==> src/rtl/cam_ctrl.sv <==
// cam_ctrl: command sequencer in front of a NB_MEM x DATA_W CAM.
//   Accepts INSERT / LOOKUP / WRITE_AT commands over a valid-ready port,
//   drives the CAM write/enable/addr/data pins, tracks the insert pointer
//   and fill count, and returns one response per command.
// Ports:
//   clk, rst_n                      clock, async active-low reset
//   cmd_valid/ready/op/addr/data    command port (op 00 INSERT, 01 LOOKUP,
//                                   10 WRITE_AT, 11 reserved)
//   rsp_valid/ready/hit/index/err   response port
//   full, count                     fill status (INSERT entries only)
//   cam_write/enable/addr/data      to CAM
//   cam_out, cam_found              from CAM (out combinational, found registered)
// Configuration:
//   CAM_CTRL_WRAP_EN  when defined, INSERT while full overwrites the oldest
//                     entry instead of being rejected.
module cam_ctrl #(
  parameter int unsigned NB_MEM    = 16,
  parameter int unsigned SIZE_ADDR = 4,
  parameter int unsigned DATA_W    = 8
) (
  input  logic                 clk,
  input  logic                 rst_n,
  input  logic                 cmd_valid,
  output logic                 cmd_ready,
  input  logic [1:0]           cmd_op,
  input  logic [SIZE_ADDR:0]   cmd_addr,
  input  logic [DATA_W-1:0]    cmd_data,
  output logic                 rsp_valid,
  input  logic                 rsp_ready,
  output logic                 rsp_hit,
  output logic [SIZE_ADDR:0]   rsp_index,
  output logic                 rsp_err,
  output logic                 full,
  output logic [SIZE_ADDR:0]   count,
  output logic                 cam_write,
  output logic                 cam_enable,
  output logic [SIZE_ADDR:0]   cam_addr,
  output logic [DATA_W-1:0]    cam_data,
  input  logic [SIZE_ADDR:0]   cam_out,
  input  logic                 cam_found
);

  localparam int unsigned IDX_W = SIZE_ADDR + 1;
  localparam logic [IDX_W-1:0] COUNT_MAX = IDX_W'(NB_MEM);

`ifdef CAM_CTRL_WRAP_EN
  localparam logic WRAP_EN = 1'b1;
`else
  localparam logic WRAP_EN = 1'b0;
`endif

  typedef enum logic [1:0] {
    IDLE = 2'd0,
    EXEC = 2'd1,
    CAPT = 2'd2,
    RESP = 2'd3
  } state_t;

  typedef enum logic [1:0] {
    OP_INSERT   = 2'b00,
    OP_LOOKUP   = 2'b01,
    OP_WRITE_AT = 2'b10,
    OP_RSVD     = 2'b11
  } op_t;

  state_t                 state;
  op_t                    op_q;
  logic [SIZE_ADDR-1:0]   ptr;
  logic                   cmd_err_c;
  logic [IDX_W-1:0]       count_inc_c;
  logic                   unused_addr_msb;

  // Only the low address bits select a CAM entry.
  assign unused_addr_msb = cmd_addr[IDX_W-1];

  // Commands answered immediately without touching the CAM.
  assign cmd_err_c = (cmd_op == OP_RSVD) ||
                     ((cmd_op == OP_INSERT) && full && !WRAP_EN);

  // Fill count saturates at NB_MEM (only reachable past full with wrap).
  assign count_inc_c = (count == COUNT_MAX) ? count : count + IDX_W'(1);

  // Sequencer: state, bookkeeping and all registered outputs.
  always_ff @(posedge clk or negedge rst_n) begin
    if (!rst_n) begin
      state      <= IDLE;
      op_q       <= OP_INSERT;
      ptr        <= '0;
      count      <= '0;
      full       <= 1'b0;
      cmd_ready  <= 1'b1;
      rsp_valid  <= 1'b0;
      rsp_hit    <= 1'b0;
      rsp_index  <= '0;
      rsp_err    <= 1'b0;
      cam_write  <= 1'b0;
      cam_enable <= 1'b0;
      cam_addr   <= '0;
      cam_data   <= '0;
    end else begin
      case (state)
        IDLE: begin
          if (cmd_valid && cmd_ready) begin
            cmd_ready <= 1'b0;
            op_q      <= op_t'(cmd_op);
            // Key stays on the CAM data pins until the next accept so that
            // cam_out remains stable for the whole command.
            cam_data  <= cmd_data;
            if (cmd_err_c) begin
              rsp_valid <= 1'b1;
              rsp_err   <= 1'b1;
              rsp_hit   <= 1'b0;
              rsp_index <= '0;
              state     <= RESP;
            end else begin
              state <= EXEC;
              case (op_t'(cmd_op))
                OP_INSERT: begin
                  cam_write <= 1'b1;
                  cam_addr  <= {1'b0, ptr};
                end
                OP_WRITE_AT: begin
                  cam_write <= 1'b1;
                  cam_addr  <= {1'b0, cmd_addr[SIZE_ADDR-1:0]};
                end
                default: begin
                  cam_enable <= 1'b1;
                  cam_addr   <= '0;
                end
              endcase
            end
          end
        end

        EXEC: begin
          cam_write  <= 1'b0;
          cam_enable <= 1'b0;
          rsp_err    <= 1'b0;
          rsp_hit    <= 1'b0;
          case (op_q)
            OP_LOOKUP: begin
              rsp_index <= cam_out;
              state     <= CAPT;
            end
            OP_INSERT: begin
              ptr       <= ptr + SIZE_ADDR'(1);
              count     <= count_inc_c;
              full      <= (count_inc_c == COUNT_MAX);
              rsp_index <= cam_addr;
              rsp_valid <= 1'b1;
              state     <= RESP;
            end
            OP_WRITE_AT: begin
              rsp_index <= cam_addr;
              rsp_valid <= 1'b1;
              state     <= RESP;
            end
            default: begin
              rsp_index <= '0;
              rsp_err   <= 1'b1;
              rsp_valid <= 1'b1;
              state     <= RESP;
            end
          endcase
        end

        // cam_found was registered by the CAM on the enable edge.
        CAPT: begin
          rsp_hit   <= cam_found;
          rsp_valid <= 1'b1;
          state     <= RESP;
        end

        RESP: begin
          if (rsp_ready) begin
            rsp_valid <= 1'b0;
            cmd_ready <= 1'b1;
            state     <= IDLE;
          end
        end

        default: begin
          state <= IDLE;
        end
      endcase
    end
  end

endmodule
==> config.mk <==
export PLATFORM = sky130hd
export DESIGN_NAME = cam_ctrl
export DESIGN_NICKNAME = d
export VERILOG_FILES = /design/src/rtl/cam_ctrl.sv
export SDC_FILE = /design/constraint.sdc
export NUM_CORES = 1
export LEC_CHECK = 0
export CAP_MARGIN = 20
export CORE_ASPECT_RATIO = 1.4
export CORE_UTILIZATION = 46
export CTS_CLUSTER_DIAMETER = 100
export CTS_CLUSTER_SIZE = 25
export DETAILED_ROUTE_END_ITERATION = 16
export HOLD_SLACK_MARGIN = 0.03
export PLACE_DENSITY = 0.84
export SYNTH_ARGS = -nofsm -noshare
export SYNTH_HDL_FRONTEND = slang
export SYNTH_SLANG_ARGS = --single-unit
==> constraint.sdc <==
create_clock -name clk -period 3.2 [get_ports clk]
set_input_delay 0.64 -clock clk [delete_from_list [all_inputs] [get_ports clk]]
set_output_delay 0.64 -clock clk [all_outputs]
set_load 0.1 [all_outputs]
; Word level (Yosys, flattened, before mapping)
; Cells that the tools add are included.
[op_classes]
add_sub_neg = 2
n_eq_ne = 16
mux = 32
bitwise = 1
reduce_logical = 22
[ops]
columns = cell, n
row1 = case mux 5 bit (2 select lines), 2
row2 = two-way mux 1 bit, 16
row3 = two-way mux 5 bit, 3
row4 = "!= test 2 bit, second input constant", 7
row5 = AND reduction 3 bit, 4
row6 = AND reduction 4 bit, 3
row7 = "== test 2 bit, second input constant", 5
row8 = "== test 5 bit, second input constant", 2
row9 = case mux 1 bit (2 select lines), 4
row10 = case mux 2 bit (4 select lines), 1
row11 = case mux 4 bit (2 select lines), 1
row12 = logical NOT 2 bit, 3
row13 = two-way mux 2 bit, 3
row14 = AND reduction 2 bit, 3
row15 = "adder 5 x 1 -> 5 bit, second input constant", 1
row16 = "adder 4 x 1 -> 4 bit, second input constant", 1
row17 = "== test 2 x 1 -> 1 bit, second input constant", 2
row18 = case mux 1 bit (4 select lines), 1
row19 = nonzero test 2 bit, 2
row20 = OR reduction 2 bit, 2
row21 = case mux 1 bit (3 select lines), 1
row22 = nonzero test 3 bit, 1
row23 = OR reduction 3 bit, 1
row24 = logical AND 1 bit, 2
row25 = other kinds (2), 2
[word_totals]
ff_bits = 38
inputBits = 25
out_inout_bits = 30
elab_cells = 87

; Depth between registers and ports, before layout
[depth]
ltp_word = 6
ltp_mapped = 7
mapped_depth_nobuf = 6

; Worst setup path before layout
; Ideal clock, no wire load.
[synth_path]
kind = flip-flop to flip-flop
start = reg full
end = reg rsp_index[4]
setup_ns = 0.125
arrival_ns = 1.942
required_ns = 3.075
path_slack_ns = 1.132
path_stages_with_launch = 5
path_buffers = 0
period_less_slack_ns = 2.068
path_cell_list = dfrtp_1 > or3b_4 > a21oi_4 > nor2_2 > mux2_4
[synth_between]
elab_chain_len = 4
[synth_rtl]
columns = element, line
row1 = from (decl), 33  ; output logic full,
row2 = from (signal assigned), 148  ; full <= (count_inc_c == COUNT_MAX);
row3 = logical AND 1 bit, 78  ; ((cmd_op == OP_INSERT) && full && !WRAP_EN);
row4 = logical OR 1 bit, 77  ; assign cmd_err_c = (cmd_op == OP_RSVD) ||
row5 = != test 2 bit (no line), n/a
row6 = AND reduction 3 bit (no line), n/a
row7 = to (signal assigned), 142  ; rsp_index <= cam_out;
row8 = to (signal assigned), 149  ; rsp_index <= cam_addr;
row9 = to (signal assigned), 154  ; rsp_index <= cam_addr;
row10 = to (decl), 31  ; output logic [SIZE_ADDR:0] rsp_index,
; Every way passes these cells.
; A chain may end at the register's enable or synchronous reset.

; Final worst setup path
[layout_path]
start = in cmd_op[1]
end = reg rsp_index[4]
[layout_between]
elab_chain_len = 5
elab_cells_between_ends = 6
cone_classes = eq/ne (2) / reduce/logical (4)
[layout_rtl]
columns = element, line
row1 = from (decl), 25  ; input logic [1:0] cmd_op,
row2 = logical NOT 2 bit, 78
row3 = logical AND 1 bit, 78
row4 = logical OR 1 bit (*), 77
row5 = != test 2 bit (no line) (*), n/a
row6 = AND reduction 3 bit (no line) (*), n/a
; Every way passes the cells marked *; elsewhere a longest branch is shown, timed or not.

==> summary.md <==
| Metric | Value |
|---|---|
| Cell count after placement | 258 |
| Proportion of netlist area held by the largest area contributor | 48.1% |
| Root buffer cell | clkbuf_8 |
| Syn Area/Cell | 11.1 µm² |
| Register clock-pin slew on the reported worst setup and hold paths | 0.07 ns |
| Residual antenna-violating net count after detailed routing | 0 |
| Total number of nets in the final design | 255 |
| CTS tree | built |
| Mapped Cells | 169 |
| Max Cap Violations | 0 |
| Wire per inst | 13.7 µm |
| Buffers inserted during post-CTS setup optimization | 0 |
| Warnings from Yosys | 0 |
| Critical path start-end classification | primary input to flop |
| DR pass1 iterations | 3 |
| Critical path launch point type | primary input |
| Share of flip-flops with an asynchronous set or reset after synthesis | 100% |
| Number of diodes | 0 |
| Area leader, netlist | dfrtp_1 |
| Number of setup violations in the final report | 0 |
| Die Area | 0.00433 mm² |
| Resized cells post-CTS | 0 |
| Post-synthesis sequential area ratio | 49.5% |
| Worst setup EP type | flop |
| Number of buffers inserted for hold repair after clock tree synthesis | 0 |
| Total track usage | 18.8% |
| Number of buffers added on ports | 52 |
| Number of global-route vias before repair | 1426 |
| Final period util | 68.1% |
| Worst Path Arrival | 2.35 ns |
| Netlist cell types | 44 |
| Timing-limited maximum frequency | 459 MHz |
| First-pass GRT wire length | 6460 µm |
| Mapped cell area | 0.00187 mm² |
| Initial standard-cell utilization of the core | 47.8% |
| Net count after synthesis | 202 |
| Core area | 0.00392 mm² |
| Gp weighted congestion | 0.746 |
| Num ports | 55 |
| Largest net degree at the start of global routing | 38 |
| Number of hold-slack violations in the final timing report | 0 |
| Count of buffer and inverter cells on the critical path | 1 |
| CP Cell Sequence | clkdlybuf4s50_1, or3b_4, a21oi_4, nor2_2, mux2_4 |
| Outcome | complete, no violations |
| Pins over their slew limit | 0 |
| Overflow after GRT | 0 |
| Delay of the slowest critical-path stage | 0.61 ns |
| Non-filler instance count after layout | 266 |
| Transition at the pin with the smallest max-transition slack | 0.808 ns |
| Number of buffers added by the clock tree synthesis step | 5 |
| Largest delay share family, worst path | buffers and inverters |
| Crit path max fanout | 8 |
| H-tree levels | 2 |
| Headroom to the max-slew limit | 46.2% |
| Worst Hold Class | primary input to async pin |
| Overall die height | 77.5 µm |
| Cell at the slowest stage of the critical path | clkdlybuf4s50_1 |
| First-iteration detailed-routing DRC count | 25 |
| Top cells by count, synth | dfrtp_1 (36), nand2_1 (14), mux2_2 (11) |
| Number of rows created at floorplan | 27 |
| Final min period | 2.18 ns |
| Source-to-sink clock delay at the later pin of the worst-skew pair | 0.28 ns |
| Final core occ | 61.7% |
| Yosys reg bits | 37 |
| Growth of design area from synthesis to finish | 29.1% |
| Max Root-Sink Buffers | 2 |
| Routed via count divided by cell count | 5.21 |
| Number of clock sinks | 37 |
| Required time reported for the critical path endpoint | 3.37 ns |
| Horiz. Die Dim | 55.9 µm |
| Remaining routing DRC violations | 0 |
| Detailed Place HPWL | 2660 µm |
| Post-synth top flop | dfrtp_1 |
| Antenna violations before repair | 0 |
| Number of synthesized flops with an enable pin | 0 |
| Cells taking the most area after synthesis | dfrtp_1 (48%), mux2_2 (6.6%), ha_1 (5.3%) |
| Total number of vias | 1387 |
| RSZ-0062 raised after global routing | no |
| Ratio of cells with drive above 1 in the final layout | 26.0% |
| Final Skew | 0.00346 ns |
| Leading cell type by number of instances after synthesis | dfrtp_1 |
| DRT Wirelength | 3640 µm |
| Summed negative setup slack over all endpoints | 0 ns |
[layout make-up]
cell class / instances / area, µm²
well taps: 43 / 53.8
multi-input cells: 114 / 862
flip-flops and latches: 37 / 927
fillers: 327 / 1500
clock inverters: 2 / 10.0
repair buffers: 53 / 450
inverters: 11 / 41.3
clock buffers: 6 / 72.6
[metal layers]
layer	global-route usage (%)	wire length, µm
met5	0	0
met4	5.85	43
met3	4.00	141
met2	33.3	1920
met1	22.8	1530
[worst paths after layout]
| kind | startpoint | to | slack [ns] | cells past startpoint |
|---|---|---|---|---|
| worst min register to register | ptr[3]$_DFFE_PN0P_ | ptr[3]$_DFFE_PN0P_ | 0.48 | 1 |
| worst max register to register | state[1]$_DFFE_PN0P_ | count[0]$_DFFE_PN0P_ | 1.16 | 5 |
| worst min-delay path | rst_n | count[0]$_DFFE_PN0P_ | 0.45 | 1 |
| max in group asynchronous | rst_n | cam_data[4]$_DFFE_PN0P_ | 2.25 | 1 |
| min in group clk | ptr[3]$_DFFE_PN0P_ | ptr[3]$_DFFE_PN0P_ | 0.48 | 1 |
| worst max-delay path | cmd_op[1] | rsp_index[4]$_DFFE_PN0P_ | 1.02 | 5 |
[state kept, by name, summed over array words and instances, names as in the netlist]
name        flops
rsp_err         1
cam_addr        4
rsp_hit         1
ptr             4
full            1
rsp_index       5
cam_write       1
state           2
rsp_valid       1
count           5
cmd_ready       1
op_q            2
cam_enable      1
cam_data        8
[placed cells by master (no fill, tap or decap), types with 2 or more instances in the layout]
cell             synthesis  layout
xor2_1                   2       2
mux2i_1                  7       7
o22a_1                   2       2
o31ai_1                  4       4
mux2_2                  11      11
o21a_1                   2       2
nand3b_1                 2       2
nor3b_1                  4       4
o21ai_0                  9       9
clkbuf_8                 0       5
nor2b_1                  2       2
a21oi_1                  7       7
buf_4                    2      30
nor2_1                   6       6
ha_1                     8       8
nand2_1                 14      14
nand4_1                  3       3
clkinv_2                 0       2
clkdlybuf4s50_1          0      22
nand3_1                  5       5
inv_1                   10      10
o2bb2ai_1                4       4
xnor2_1                  5       5
dfrtp_1                 36      36
[cell families after synthesis]
logic type / synth area share (%)
compound gates: 12.9
xor+xnor: 3.27
fa+ha+maj: 5.34
buf+inv: 4.48
flops: 49.5
mux: 11.2
other cells: 0.200
simple gates: 13.2
[through the flow]
step | setup slack, ns | area [µm²] | hold slack (ns)
global route | 0.954 | 2420 | 0.509
CTS | 1.03 | 2420 | 0.477
finish | 1.02 | 2420 | 0.447
global placement | 0.785 | 2330 | 0.460
floorplan | 1.13 | 1870 | 0.344
detailed placement | 0.742 | 2330 | 0.463
Power is left out: the tool's default activity adds up to more than one toggle a clock period on the data nets, which glitch-free logic cannot reach.
